--- src/rtl/cache_fill_ctrl.sv ---
// Cache fill sequencer: lookup, round-robin victim fill over a req/ack memory port, re-lookup.
// Optional fill watchdog enabled by defining CACHE_TIMEOUT_EN.
module cache_fill_ctrl #(
  parameter int WAYS     = 8,
  parameter int DATA_W   = 16,
  parameter int ADDR_W   = 23,
  parameter int WAIT_MAX = 255
) (
  input  logic              Clock,
  input  logic              Reset_H,
  input  logic              CpuReq_H,
  input  logic [ADDR_W-1:0] CpuAddr,
  input  logic [WAYS-1:0]   ValidHit_H,
  output logic              CpuAck_H,
  output logic              MemReq_H,
  output logic [ADDR_W-1:0] MemAddr,
  input  logic              MemAck_H,
  input  logic [DATA_W-1:0] MemData,
  output logic [WAYS-1:0]   WayWrite_H,
  output logic [DATA_W-1:0] FillData,
  output logic              Busy_H,
  output logic              BusErr_H
);

  localparam int VW = (WAYS > 1) ? $clog2(WAYS) : 1;

  typedef enum logic [2:0] {IDLE, LOOKUP, FILL, WRITE, DONE, ERR} state_t;

  state_t        state, state_nxt;
  logic [VW-1:0] victim;
  logic          timeout;

  always_ff @(posedge Clock) begin
    if (Reset_H) begin
      state    <= IDLE;
      victim   <= '0;
      MemAddr  <= '0;
      FillData <= '0;
    end else begin
      state <= state_nxt;
      if (state == IDLE && CpuReq_H)
        MemAddr <= CpuAddr;
      if (state == FILL && MemAck_H)
        FillData <= MemData;
      if (state == WRITE)
        victim <= (victim == VW'(WAYS-1)) ? '0 : victim + 1'b1;
    end
  end

`ifdef CACHE_TIMEOUT_EN
  localparam int CW = $clog2(WAIT_MAX+1);
  logic [CW-1:0] wdog;

  // Held at zero outside FILL, so it is clear on every entry to FILL.
  always_ff @(posedge Clock) begin
    if (Reset_H || state != FILL) wdog <= '0;
    else                          wdog <= wdog + 1'b1;
  end

  assign timeout = (state == FILL) && (wdog == CW'(WAIT_MAX-1));
`else
  assign timeout = 1'b0;
`endif

  always_comb begin
    state_nxt = state;
    case (state)
      IDLE:    if (CpuReq_H) state_nxt = LOOKUP;
      LOOKUP:  state_nxt = (|ValidHit_H) ? DONE : FILL;
      FILL: begin
        // A same-cycle ack wins over the watchdog.
        if (MemAck_H)     state_nxt = WRITE;
        else if (timeout) state_nxt = ERR;
      end
      WRITE:   state_nxt = CpuReq_H ? LOOKUP : IDLE;
      DONE:    if (!CpuReq_H) state_nxt = IDLE;
      ERR:     if (!CpuReq_H) state_nxt = IDLE;
      default: state_nxt = IDLE;
    endcase
  end

  assign CpuAck_H   = (state == DONE);
  assign MemReq_H   = (state == FILL);
  assign Busy_H     = (state != IDLE);
  assign BusErr_H   = (state == ERR);
  assign WayWrite_H = (state == WRITE) ? ({{(WAYS-1){1'b0}}, 1'b1} << victim) : '0;

endmodule

--- config.mk ---
export PLATFORM = sky130hd
export DESIGN_NAME = cache_fill_ctrl
export DESIGN_NICKNAME = d
export VERILOG_FILES = /design/src/rtl/cache_fill_ctrl.sv
export SDC_FILE = /design/constraint.sdc
export NUM_CORES = 1
export LEC_CHECK = 0
export ABC_AREA = 1
export CORE_UTILIZATION = 39
export CTS_CLUSTER_DIAMETER = 40
export DETAILED_ROUTE_END_ITERATION = 16
export PLACE_DENSITY = 0.83
export SLEW_MARGIN = 0
export SYNTH_ARGS = -nofsm -noshare
export SYNTH_HDL_FRONTEND = slang
export SYNTH_SLANG_ARGS = --single-unit
--- constraint.sdc ---
create_clock -name Clock -period 1.5 [get_ports Clock]
set_input_delay 0.45 -clock Clock [delete_from_list [all_inputs] [get_ports Clock]]
set_output_delay 0.45 -clock Clock [all_outputs]
set_load 0.1 [all_outputs]
# --- Word level (Yosys, flattened, before mapping) ---
# Cells that the tools add are included.
word_totals:
  regBits: 45
  out_inout_bits: 51
  word_cells: 30
classes:
  n_addsub: 1
  eq_ne: 9
  shift: 1
  mux: 8
  reduce_logical: 7
op_table:
  columns: ["cell", "count"]
  rows:
  - ["2-to-1 mux 3 bit", 5]
  - ["one-hot mux 3 bit (5 select lines)", 1]
  - ["== test 3 bit (second input constant)", 3]
  - ["2-to-1 mux 8 bit", 1]
  - ["OR reduction 8 bit", 1]
  - ["<< shifter 1 x 3 -> 8 bit (first input constant)", 1]
  - ["== test 3 x 2 -> 1 bit (second input constant)", 2]
  - ["!= test 2 bit (second input constant)", 2]
  - ["adder 3 x 1 -> 3 bit (second input constant)", 1]
  - ["== test 3 x 1 -> 1 bit (second input constant)", 1]
  - ["logical NOT 3 bit", 1]
  - ["AND reduction 3 bit", 1]
  - ["nonzero test 3 bit", 1]
  - ["logical AND 1 bit", 2]
  - ["!= test 2 x 1 -> 1 bit (second input constant)", 1]
  - ["OR reduction 2 bit", 1]
  - ["2-to-1 mux 1 bit", 1]

# --- Depth between registers and ports, before layout ---
# Gate-level depths: netlist of run 1.
depth:
  word_depth: 4
  ltp_mapped: 9
  depth_no_buf: 8

# --- Worst setup path before layout of run 1 ---
# OpenSTA, ideal clock, no wires.
synth_path:
  kind: "register -> output"
  start: "register state[0]"
  end: "output WayWrite_H[0]"
  arrival_ps: 2830
  required_time_ps: 1050
  setup_slack_ps: -1780
  stages_incl_launch_ff: 4
  n_path_buf: 1
  cell_sequence: "dfxtp_1 -> nand2_1 -> buf_2 -> nor3_1"
synth_between:
  elab_chain_len: 2
synth_lines:
  columns: ["item", "line", "text"]
  rows:
  - ["from (decl)", "29", "state_t state, state_nxt;"]
  - ["from (signal assigned)", "40", "state <= state_nxt;"]
  - ["== test 3 x 2 -> 1 bit", "86", "assign WayWrite_H = (state == WRITE) ? ({{(WAYS-1){1'b0}}, 1'b1} << victim) : '0;"]
  - ["2-to-1 mux 8 bit", "86", null]
  - ["to (decl)", "19", "output logic [WAYS-1:0] WayWrite_H,"]
# No other way between the ends.

# --- Final worst setup path of run 1 ---
layout_path:
  start: "register state[1]"
  end: "output WayWrite_H[6]"
# The elaborated chain is that of the path after synthesis.

==> run metrics, run 1 <==
DRC=0; latest clock arrival within the worst-skew pair=about 290 ps; instance count of the mapped netlist=241; result of the run=complete, but fails checks; Rel. slew slack=76.6%; internal power of the cells=between 2000 and 2500 uW; wirelength, routed=~5400 um; top cell type by total area after synthesis=dfxtp_1; register bit count reported by yosys=45; category of the worst setup path capture point=output port; Mapped Nets=slightly below 300; total inserted antenna cells=0; Remaining Overflow, GRT=0; largest net degree at the start of global routing=47; setup repair after global routing missed its margin=true; share of total power in combinational logic=44.8%; drt initial violations=49; num rows=25; number of antenna violations at the first check in global routing=0; critical path arrival=approximately 1300 ps; Die Area=0.00516 mm^2; routed via count=roughly 2k; maximum clock frequency=about 560 MHz; max capacitance violation total=0; smallest setup slack after layout=-294 ps; power share of the clock group=a little under a fifth; Port Buffers=approximately 100; number of global-route vias before repair=between 1.5k and 2k; leading post-synthesis cells by cell area=dfxtp_1 47%, o21ai_1 9.0%, nor2_1 8.9%, a21oi_1 7.4%, inv_1 6.9%; largest buffer count on any clock path=2; die boundary width=71.8 um; Synth Cell Area=around 0.0019 mm^2; Crit Path Class=flip-flop to output port; drt first pass iters=4; area share of the leading cell type in the synthesized netlist=47.4%; H-tree depth reported by CTS=2; TritonCTS clock tree=done; area of the core=around 0.0047 mm^2; share of total power in sequential cells=between 30% and 40%; fillers=roughly 270; fraction of power spent switching nets=41.5%; number of top-level pins=between 100 and 150; Worst-path clk slew=~90 ps; failing checks=setup timing; number of unique standard cell types used by synthesis=23; average detailed-routed wire length per instance=13.1 um; clock root buffer=clkbuf_8; setup_tns=-2920 ps; count of final hold-check violations=0; number of vias per cell after detailed routing=roughly 4.8; number of endpoints failing setup at the final stage=12; maximum clock skew at final layout=around 3.0 ps; global placer's final weighted congestion=approximately 0.72; floorplan die height=71.8 um; clk sinks=45; Syn-to-layout area delta=103%; wire length of the first global-routing pass=approximately 8000 um; total power divided by cell area=just over 1000 mW/mm^2; proportion of synthesized chip area in sequential cells=47.4%; Final Max Tran Viols=0; worst ir drop on vdd=0.921 mV; sum of net half-perimeters after detailed placement=around 3900 um; LEAKAGE=~0.0015 uW; overall routing resource usage=about a fifth; starting density of the core=approximately 40%; Tmin final=around 1800 ps; number of nets still failing antenna checks after routing=0; transition time at the pin with the least slew margin=around 350 ps; Net Switching=1630 uW; Synthesis Warnings=0; number of CTS-inserted buffers=5; post-layout net count=a little over 400; Post-Place Cell Area=roughly 0.0036 mm^2; highest fanout seen on the critical path=9; Final Cycle Share=120%; WP data required=1050 ps; Hold Path Class=flip-flop to flip-flop; share of final-layout standard cells stronger than drive strength 1=33.1%; total non-filler cell area in the finished layout=roughly 0.0039 mm^2; average cell area after synthesis=7.89 um^2; kind of start point of the critical path=flip-flop
-- stage by stage --
step | util [%] | total power [uW] | hold WS [ps] | std cells | setup WS (ps)
finish | 82.3 | 3920 | 483 | 410 | -294
detailed placement | 77.6 | 3150 | 474 | 398 | -164
global route | 82.3 | 4060 | 505 | 410 | -365
global placement | 77.6 | 3110 | 468 | 398 | -97.3
CTS | 80.9 | 3940 | 485 | 408 | -347
floorplan | - | 2440 | 490 | 241 | -488
-- power by group through the flow --
stage               logic [uW]  registers [uW]  clock network (uW)
global route              1820            1420                 820
CTS                       1750            1410                 781
finish                    1760            1410                 754
detailed placement        1710            1440                   0
global placement          1680            1430                   0
floorplan                  374            2060                   0
-- worst max-delay path: stages (launching register included) --
cell and delay (ps):
dfxtp_2 360, inv_4 40, nor2_4 80, nand2_2 70, buf_12 150, nor3_4 150, buf_12 200
-- layout make-up --
| class | instances | area (um^2) | share of cell area (%) |
|---|---|---|---|
| clock buffer | 5 | 68.8 | 1.78 |
| clock inverter | 3 | 21.3 | 0.551 |
| inverter | 39 | 166 | 4.31 |
| multi-input combinational | 147 | 931 | 24.1 |
| sequential | 45 | 913 | 23.6 |
| tap | 54 | 67.6 | 1.75 |
| timing repair buffer | 116 | 1690 | 43.6 |
| timing repair inverter | 1 | 8.76 | 0.227 |
-- kinds of logic after synthesis --
group           synth area share, %
buf+inv                        12.5
compound gates                 19.0
simple gates                   17.1
fa+ha+maj                      3.95
flops                          47.4
-- metal layers --
metal / vias up / GRT usage (%) / part of all wire [%]
li1: 999 / - / -
met1: 904 / 19.1 / 35
met2: 61 / 40.1 / 59
met3: 4 / 4.78 / 4.9
met4: 0 / 5.23 / 0.67
met5: - / 0 / 0
-- synth_stat cells --
master and number:
nor2_1 45, inv_1 35, clkbuf_1 3, nand2_8 1, buf_2 3, nor2_4 1
inv_2 3, dfxtp_1 45, o22ai_1 1, nor2_8 1, buf_6 3, inv_8 1
ha_1 6, nand3_4 1, buf_1 1, nor3_1 7, nor2_2 1, o21ai_1 34
o21ai_0 9, buf_12 1, nand3_1 4, nand2_1 7, a21oi_1 28
-- layout by cell type (no fill, tap or decap) --
| cell | count |
|---|---|
| a21oi_1 | 28 |
| buf_12 | 54 |
| buf_4 | 9 |
| buf_6 | 3 |
| clkbuf_8 | 5 |
| clkdlybuf4s50_1 | 49 |
| clkinv_2 | 1 |
| clkinv_8 | 1 |
| clkinvlp_4 | 1 |
| dfxtp_1 | 39 |
| dfxtp_2 | 4 |
| dfxtp_4 | 2 |
| dlymetal6s2s_1 | 1 |
| ha_1 | 3 |
| ha_2 | 1 |
| ha_4 | 2 |
| inv_1 | 28 |
| inv_2 | 7 |
| inv_4 | 3 |
| inv_6 | 2 |
| nand2_1 | 4 |
| nand2_2 | 2 |
| nand2_4 | 2 |
| nand2_8 | 1 |
| nand3_1 | 4 |
| nand3_4 | 1 |
| nor2_1 | 41 |
| nor2_4 | 6 |
| nor2_8 | 1 |
| nor3_1 | 1 |
| nor3_4 | 6 |
| o21ai_0 | 9 |
| o21ai_1 | 30 |
| o21ai_2 | 4 |
| o22ai_1 | 1 |
-- sequential cells by signal (all words and copies together) (netlist names) --
name and cells:
state 3, MemAddr 23, victim 3, FillData 16
-- final timing paths --
check,from,end,slack (ps),cells past startpoint
worst min-delay path,MemAddr[1],MemAddr[1],480,2
worst max register to register,state[1],FillData[9],40,11
worst max-delay path,state[1],WayWrite_H[6],-290,6
worst min register to register,MemAddr[1],MemAddr[1],480,2
-- repair_timing --
action                                  in CTS  in global routing
buffers inserted                             2                  1
hold buffers                                 0                  0
resized for setup                           21                 13
endpoints found under the setup margin      12                 19
cloned                                       0                  2
pin swaps                                    6                  4
(Power assumes the default switching activity.)
==> run 2, diff against run 1 <==
- ABC_AREA: 1 -> not set
- CORE_UTILIZATION: 39 -> 42
- DONT_BUFFER_PORTS: not set -> 1
- PLACE_DENSITY: 0.83 -> 0.59
==> run 2 against run 1 <==
Against the previous run: the run still ends with setup timing left; synthesized cell count shrank 4.1%; setup slack better by 29 ps; via count is 8.8% lower; first-iteration DRC count fell by 31%; clock skew rose by 0.69 ps; critical path type unchanged; critical endpoint is now WayWrite_H[7]; largest power group is now registers.
==> run metrics, run 2 <==
result of the run=complete, but fails checks; failing checks=setup timing; overall routing resource usage=around a fifth; most used standard cell by instance count after synthesis=nand2_1; post-layout net count=roughly 350; most common library cell in the layout ignoring fill and taps=nand2_1; Rel. slew slack=between 70 and 80%; most heavily used metal layer in global routing=met2; xor/xnor share of the synthesized area=less than 1%; met1 Resource Use GR=around a quarter; Die Area=between 0.004 and 0.005 mm^2; register bit count reported by yosys=45; register bank with the most flops=MemAddr; largest buffer count on any clock path=2; peak per-stage delay on the critical path=400 ps; standard cell with the maximum stage delay on the critical path=dfxtp_4; setup repair after global routing missed its margin=true; number of flip-flops under the largest register name=23; routed via count=approximately 1.8k; Post-Place Cell Area=between 0.002 and 0.003 mm^2; cell repeated most along the worst path=ha_4; count of buffering cells on the critical path with inverters included=0; clock root buffer=clkbuf_8; met2 Usage GRT=between 40% and 50%; Tmin final=roughly 1800 ps; LEAKAGE=approximately 0.0013 uW; total inserted antenna cells=0; kind of start point of the critical path=flip-flop; critical path cell sequence=ha_4 -> ha_4 -> and2_4; die boundary width=68.9 um; TritonCTS clock tree=done; Crit Path Class=flip-flop to output port; Remaining Overflow, GRT=0; Compound-Gate Fraction of Synth Area=roughly an eighth; floorplan die height=68.9 um; Mapped Nets=about 290; maximum clock frequency=567 MHz; Port Buffers=0; number of vias per cell after detailed routing=approximately 5.2; num rows=23; cell count after placement=324; Final Max Tran Viols=0; Synth Area in Adders=3.99%; max capacitance violation total=0; Worst Setup Slack post-DPL=-70.4 ps; worst ir drop on vdd=about 0.52 mV; async set or reset register ratio after synthesis=0%; Cell Count, Final, Fillers Out=between 300 and 400; WP data required=1050 ps; Syn-to-layout area delta=69.2%; drt first pass iters=4; total non-filler cell area in the finished layout=roughly 0.0032 mm^2; proportion of synthesized chip area in sequential cells=between 40% and 50%; starting density of the core=roughly 45%; number of antenna violations at the first check in global routing=0; mux contribution to synthesized area=less than 1%; transition time at the pin with the least slew margin=353 ps; number of nets still failing antenna checks after routing=0; global placer's final weighted congestion=0.740; area share of the leading cell type in the synthesized netlist=47.9%; primary flip-flop cell chosen by synthesis mapping=dfxtp_1; registers with the most flip-flops=MemAddr (23), FillData (16); share of final-layout standard cells stronger than drive strength 1=55.4%; number of CTS-inserted buffers=5; Post-Route Utilization=approximately 77%; largest delay contributor family on the critical path=flip-flops; Synthesis Warnings=0; number of flops mapped to enable cells by yosys=0; area of the core=between 0.004 and 0.005 mm^2; number of endpoints failing setup at the final stage=36; top cell types by occurrence after synthesis=81 x nand2_1, 45 x dfxtp_1, 42 x a21oi_1; top cell type by total area after synthesis=dfxtp_1; smallest setup slack after layout=-264 ps; wire length of the first global-routing pass=between 7000 and 8000 um; instance count of the mapped netlist=about 230; Worst-path clk slew=roughly 80 ps; critical path arrival=1310 ps; total power divided by cell area=about 860 mW/mm^2; maximum clock skew at final layout=roughly 3.7 ps; number of global-route vias before repair=~1.6k; wirelength, routed=about 5600 um; leading cell types in the layout, fill and taps excluded=52 x nand2_1, 49 x buf_4, 40 x dfxtp_1, 23 x a21oi_2, 22 x nand2_4; synthesized-area fraction occupied by and/or/nand/nor cells=between 20 and 30%; latest clock arrival within the worst-skew pair=~290 ps; average detailed-routed wire length per instance=roughly 16 um; main combinational cell family by area after synthesis=simple AND/OR/NAND/NOR gates; number of unique standard cell types used by synthesis=29; leading post-synthesis cells by cell area=dfxtp_1 48%, nand2_1 16%, a21oi_1 11%, ha_1 4.0%, buf_6 2.4%; average cell area after synthesis=8.14 um^2; highest fanout seen on the critical path=5; Synth Cell Area=around 0.0019 mm^2; Hold Path Class=input pin to flip-flop; Final Cycle Share=118%; clk sinks=45; sum of net half-perimeters after detailed placement=between 2000 and 3000 um; category of the worst setup path capture point=output port; met3 track utilization from global routing=5.76%; worst hold margin=217 ps; DRC=0; count of final hold-check violations=0; largest net degree at the start of global routing=46; drt initial violations=34; H-tree depth reported by CTS=2; number of top-level pins=approximately 100
==> run 2: changes by cell type after synthesis, moves of 3 or more <==
cell | before | now
nor3b_1 | 0 | 3
inv_1 | 35 | 4
o21ai_1 | 34 | 0
nor2_1 | 45 | 4
buf_4 | 0 | 3
a21oi_1 | 28 | 42
inv_2 | 3 | 0
o21ai_0 | 9 | 0
nand2_1 | 7 | 81
and3_1 | 0 | 6
nand3_1 | 4 | 0
nor3_1 | 7 | 2
==> run 2: final cells by class <==
cell class                      count  area [um^2]
Multi-Input combinational cell    165         1260
Fill cell                         286          962
Sequential cell                    45          915
Timing Repair Buffer               73          836
Clock buffer                        6         82.6
Tap cell                           50         62.6
Inverter                            4         17.5
Clock inverter                      1         6.26
==> run 2: worst reg2reg max path, delay by kind of cell, from the launching register on <==
family	cells	cell delay (ps)
flops	1	360
compound gates	1	40
simple gates	2	620
buf+inv	4	550
==> run 2: through the flow <==
| stage | TNS (ps) | total power (uW) |
|---|---|---|
| 2_1_floorplan | -1660 | 1740 |
| 3_3_place_gp | -166 | 1810 |
| 3_5_place_dp | -430 | 1820 |
| 4_1_cts | -6240 | 2680 |
| 5_1_grt | -6130 | 2840 |
| 6_report | -4980 | 2750 |
==> run 2: where the power goes <==
group          internal (uW)  switching [uW]  total, uW  leakage [uW]
logic                    234             485        718      0.000899
registers               1230            40.4       1270      0.000370
clock network            366             394        760     0.0000476
total                   1830             919       2750       0.00132
==> run 2: path summary, 6_finish.rpt <==
path	startpoint	end	slack (ps)	cells after the start
worst max register to register	state[1]	MemAddr[17]	-180	7
worst min register to register	FillData[9]	FillData[9]	450	2
worst min-delay path	Reset_H	FillData[2]	220	1
worst max-delay path	victim[0]	WayWrite_H[7]	-260	3
==> run 2: cell families after synthesis <==
group,Yosys count
buffers and inverters,22
and+or+nand+nor,109
adders and majority gates,6
xor gates and xnor gates,1
AOI/OAI and AO/OA,47
DFF,45
muxes,1
==> run 2: per-layer routing <==
layer  up-vias  part of all wire [%]
li1        887                     -
met1       835                    39
met2        65                    54
met3         8                   6.4
met4         0                   1.3
met5         -                     0
==> run 2: what timing repair did <==
| action | CTS | global route |
|---|---|---|
| gates resized for setup | 66 | 45 |
| gates cloned | 5 | 1 |
| pin swaps | 28 | 21 |
| hold buffers | 0 | 0 |
| setup endpoints to repair | 31 | 48 |
| setup buffers | 6 | 2 |
==> run 3, diff against run 2 <==
- CELL_PAD_IN_SITES_DETAIL_PLACEMENT: not set -> 0
- CELL_PAD_IN_SITES_GLOBAL_PLACEMENT: not set -> 1
- PLACE_DENSITY: 0.59 -> 0.79
==> run 3 against run 2 <==
Against the previous run: the flow still finishes with violations (setup timing); largest power group unchanged; flip-flop and latch count unchanged; critical path type unchanged; setup slack worse by 21 ps; critical endpoint is now MemReq_H; total power down 1.7%; global-route usage down 3.5 points.
==> run metrics, run 3 (same netlist as run 2, synthesis figures left out) <==
critical path arrival=approximately 1300 ps; register bank with the most flops=MemAddr; transition time at the pin with the least slew margin=around 360 ps; starting density of the core=between 40% and 50%; sum of net half-perimeters after detailed placement=3100 um; kind of start point of the critical path=flip-flop; clock root buffer=clkbuf_8; r2r startpoint=state[2]; Rel. slew slack=about three quarters; DRC=0; Syn-to-layout area delta=42.0%; count of final hold-check violations=0; setup repair after global routing missed its margin=true; number of CTS-inserted buffers=5; cell count after placement=approximately 320; total inserted antenna cells=0; number of top-level pins=between 100 and 150; largest buffer count on any clock path=2; Cell Count, Final, Fillers Out=around 330; overall routing resource usage=about 18%; maximum clock skew at final layout=8.06 ps; registers with the most flip-flops=MemAddr (23), FillData (16); floorplan die height=approximately 69 um; Port Buffers=0; max capacitance violation total=0; fillers=roughly 370; LEAKAGE=around 0.0011 uW; die boundary width=between 60 and 70 um; latest clock arrival within the worst-skew pair=between 200 and 300 ps; number of vias per cell after detailed routing=about 5; leading cell types in the layout, fill and taps excluded=81 x nand2_1, 46 x buf_4, 42 x a21oi_1, 41 x dfxtp_1, 14 x buf_12; Worst-path clk slew=~90 ps; number of nets still failing antenna checks after routing=0; wirelength, routed=around 4300 um; H-tree depth reported by CTS=2; startpoint of the tightest hold check path=Reset_H; num rows=23; worst ir drop on vdd=0.587 mV; result of the run=complete, but fails checks; average detailed-routed wire length per instance=13.1 um; Final Max Tran Viols=0; register-to-register setup slack=about 50 ps; highest fanout seen on the critical path=9; setup_tns=-3230 ps; routed via count=1,652; maximum clock frequency=approximately 560 MHz; clk sinks=45; hold worst-path end=FillData[6]; wire length of the first global-routing pass=between 6000 and 7000 um; drt first pass iters=4; number of endpoints failing setup at the final stage=12; failing checks=setup timing; total power divided by cell area=just over 1000 mW/mm^2; number of antenna violations at the first check in global routing=0; Post-Route Utilization=approximately 64%; area of the core=~0.0041 mm^2; TritonCTS clock tree=done; drt initial violations=46; largest net degree at the start of global routing=between 40 and 50; number of global-route vias before repair=~1.4k; depth of the worst register-to-register path=5; Hold Path Class=input pin to flip-flop; category of the worst setup path capture point=output port; share of final-layout standard cells stronger than drive strength 1=about a third; Tmin final=around 1800 ps; global placer's final weighted congestion=around 0.75; smallest setup slack after layout=-285 ps; overall power=2700 uW; cell depth of the worst hold path=1; number of flip-flops under the largest register name=23; post-layout net count=about 340; Die Area=roughly 0.0047 mm^2; capture point of the worst reg-to-reg path=MemAddr[13]; Final Cycle Share=119%; most common library cell in the layout ignoring fill and taps=nand2_1; Crit Path Class=flip-flop to output port; Remaining Overflow, GRT=0; WP data required=1050 ps
==> run 3: changes by cell type in the layout (fill, tap and decap cells not counted), sizes merged <==
cell | previous run | this run
and3b | 3 | 2
inv | 5 | 4
clkinv | 0 | 1
buf | 72 | 61
clkbuf | 7 | 6
bufinv | 0 | 1
==> run 3: layer usage <==
layer	track usage, %	up-vias	share of wire (%)
met5	0	-	0
met4	8.42	0	1.3
met3	6.58	5	9.7
met2	31.1	67	48
met1	18.6	721	40
li1	-	859	-
==> run 3: power breakdown <==
group,switching [uW],total [uW],internal [uW]
registers,16.9,1250,1230
clock network,409,909,500
logic,411,548,137
total,836,2700,1870
==> run 3: worst max path at each step <==
| stage | endpoint | from | slack [ps] | depth (start not counted) |
|---|---|---|---|---|
| floorplan | MemReq_H | state[1] | -300 | 2 |
| global route | WayWrite_H[5] | state[2] | -340 | 4 |
| detailed placement | WayWrite_H[7] | victim[0] | -40 | 3 |
| global placement | WayWrite_H[7] | victim[0] | 10 | 3 |
| finish | MemReq_H | state[0] | -280 | 4 |
| CTS | WayWrite_H[0] | state[2] | -310 | 4 |
==> run 3: cell type report <==
cell class | count | area, um^2 | share of cell area [%]
clock buffers | 6 | 72.6 | 2.72
clock inverters | 2 | 38.8 | 1.45
inverters | 4 | 15.0 | 0.562
multi-input cells | 164 | 931 | 34.9
flip-flops and latches | 45 | 913 | 34.2
well taps | 50 | 62.6 | 2.34
repair buffers | 61 | 637 | 23.9
==> run 3: metrics by stage <==
step           instance area [um^2]  setup slack (ps)  hold slack (ps)
3_3_place_gp                   2500              12.0              436
4_1_cts                        2650              -307              198
3_5_place_dp                   2500             -43.1              441
6_report                       2670              -285              210
5_1_grt                        2670              -338              190
2_1_floorplan                  1970              -304              469
==> run 3: timing repair <==
| action | CTS | global route |
|---|---|---|
| buffers inserted | 2 | 0 |
| resized for setup | 7 | 6 |
| setup endpoints to repair | 18 | 35 |
| hold buffers | 0 | 0 |
| pin swaps | 2 | 0 |
==> run 3: critical path, stage by stage (launching register included) <==
cell     delay (ps)
dfxtp_2         340
buf_4           150
buf_12          140
nor3b_4         210
buf_12          200
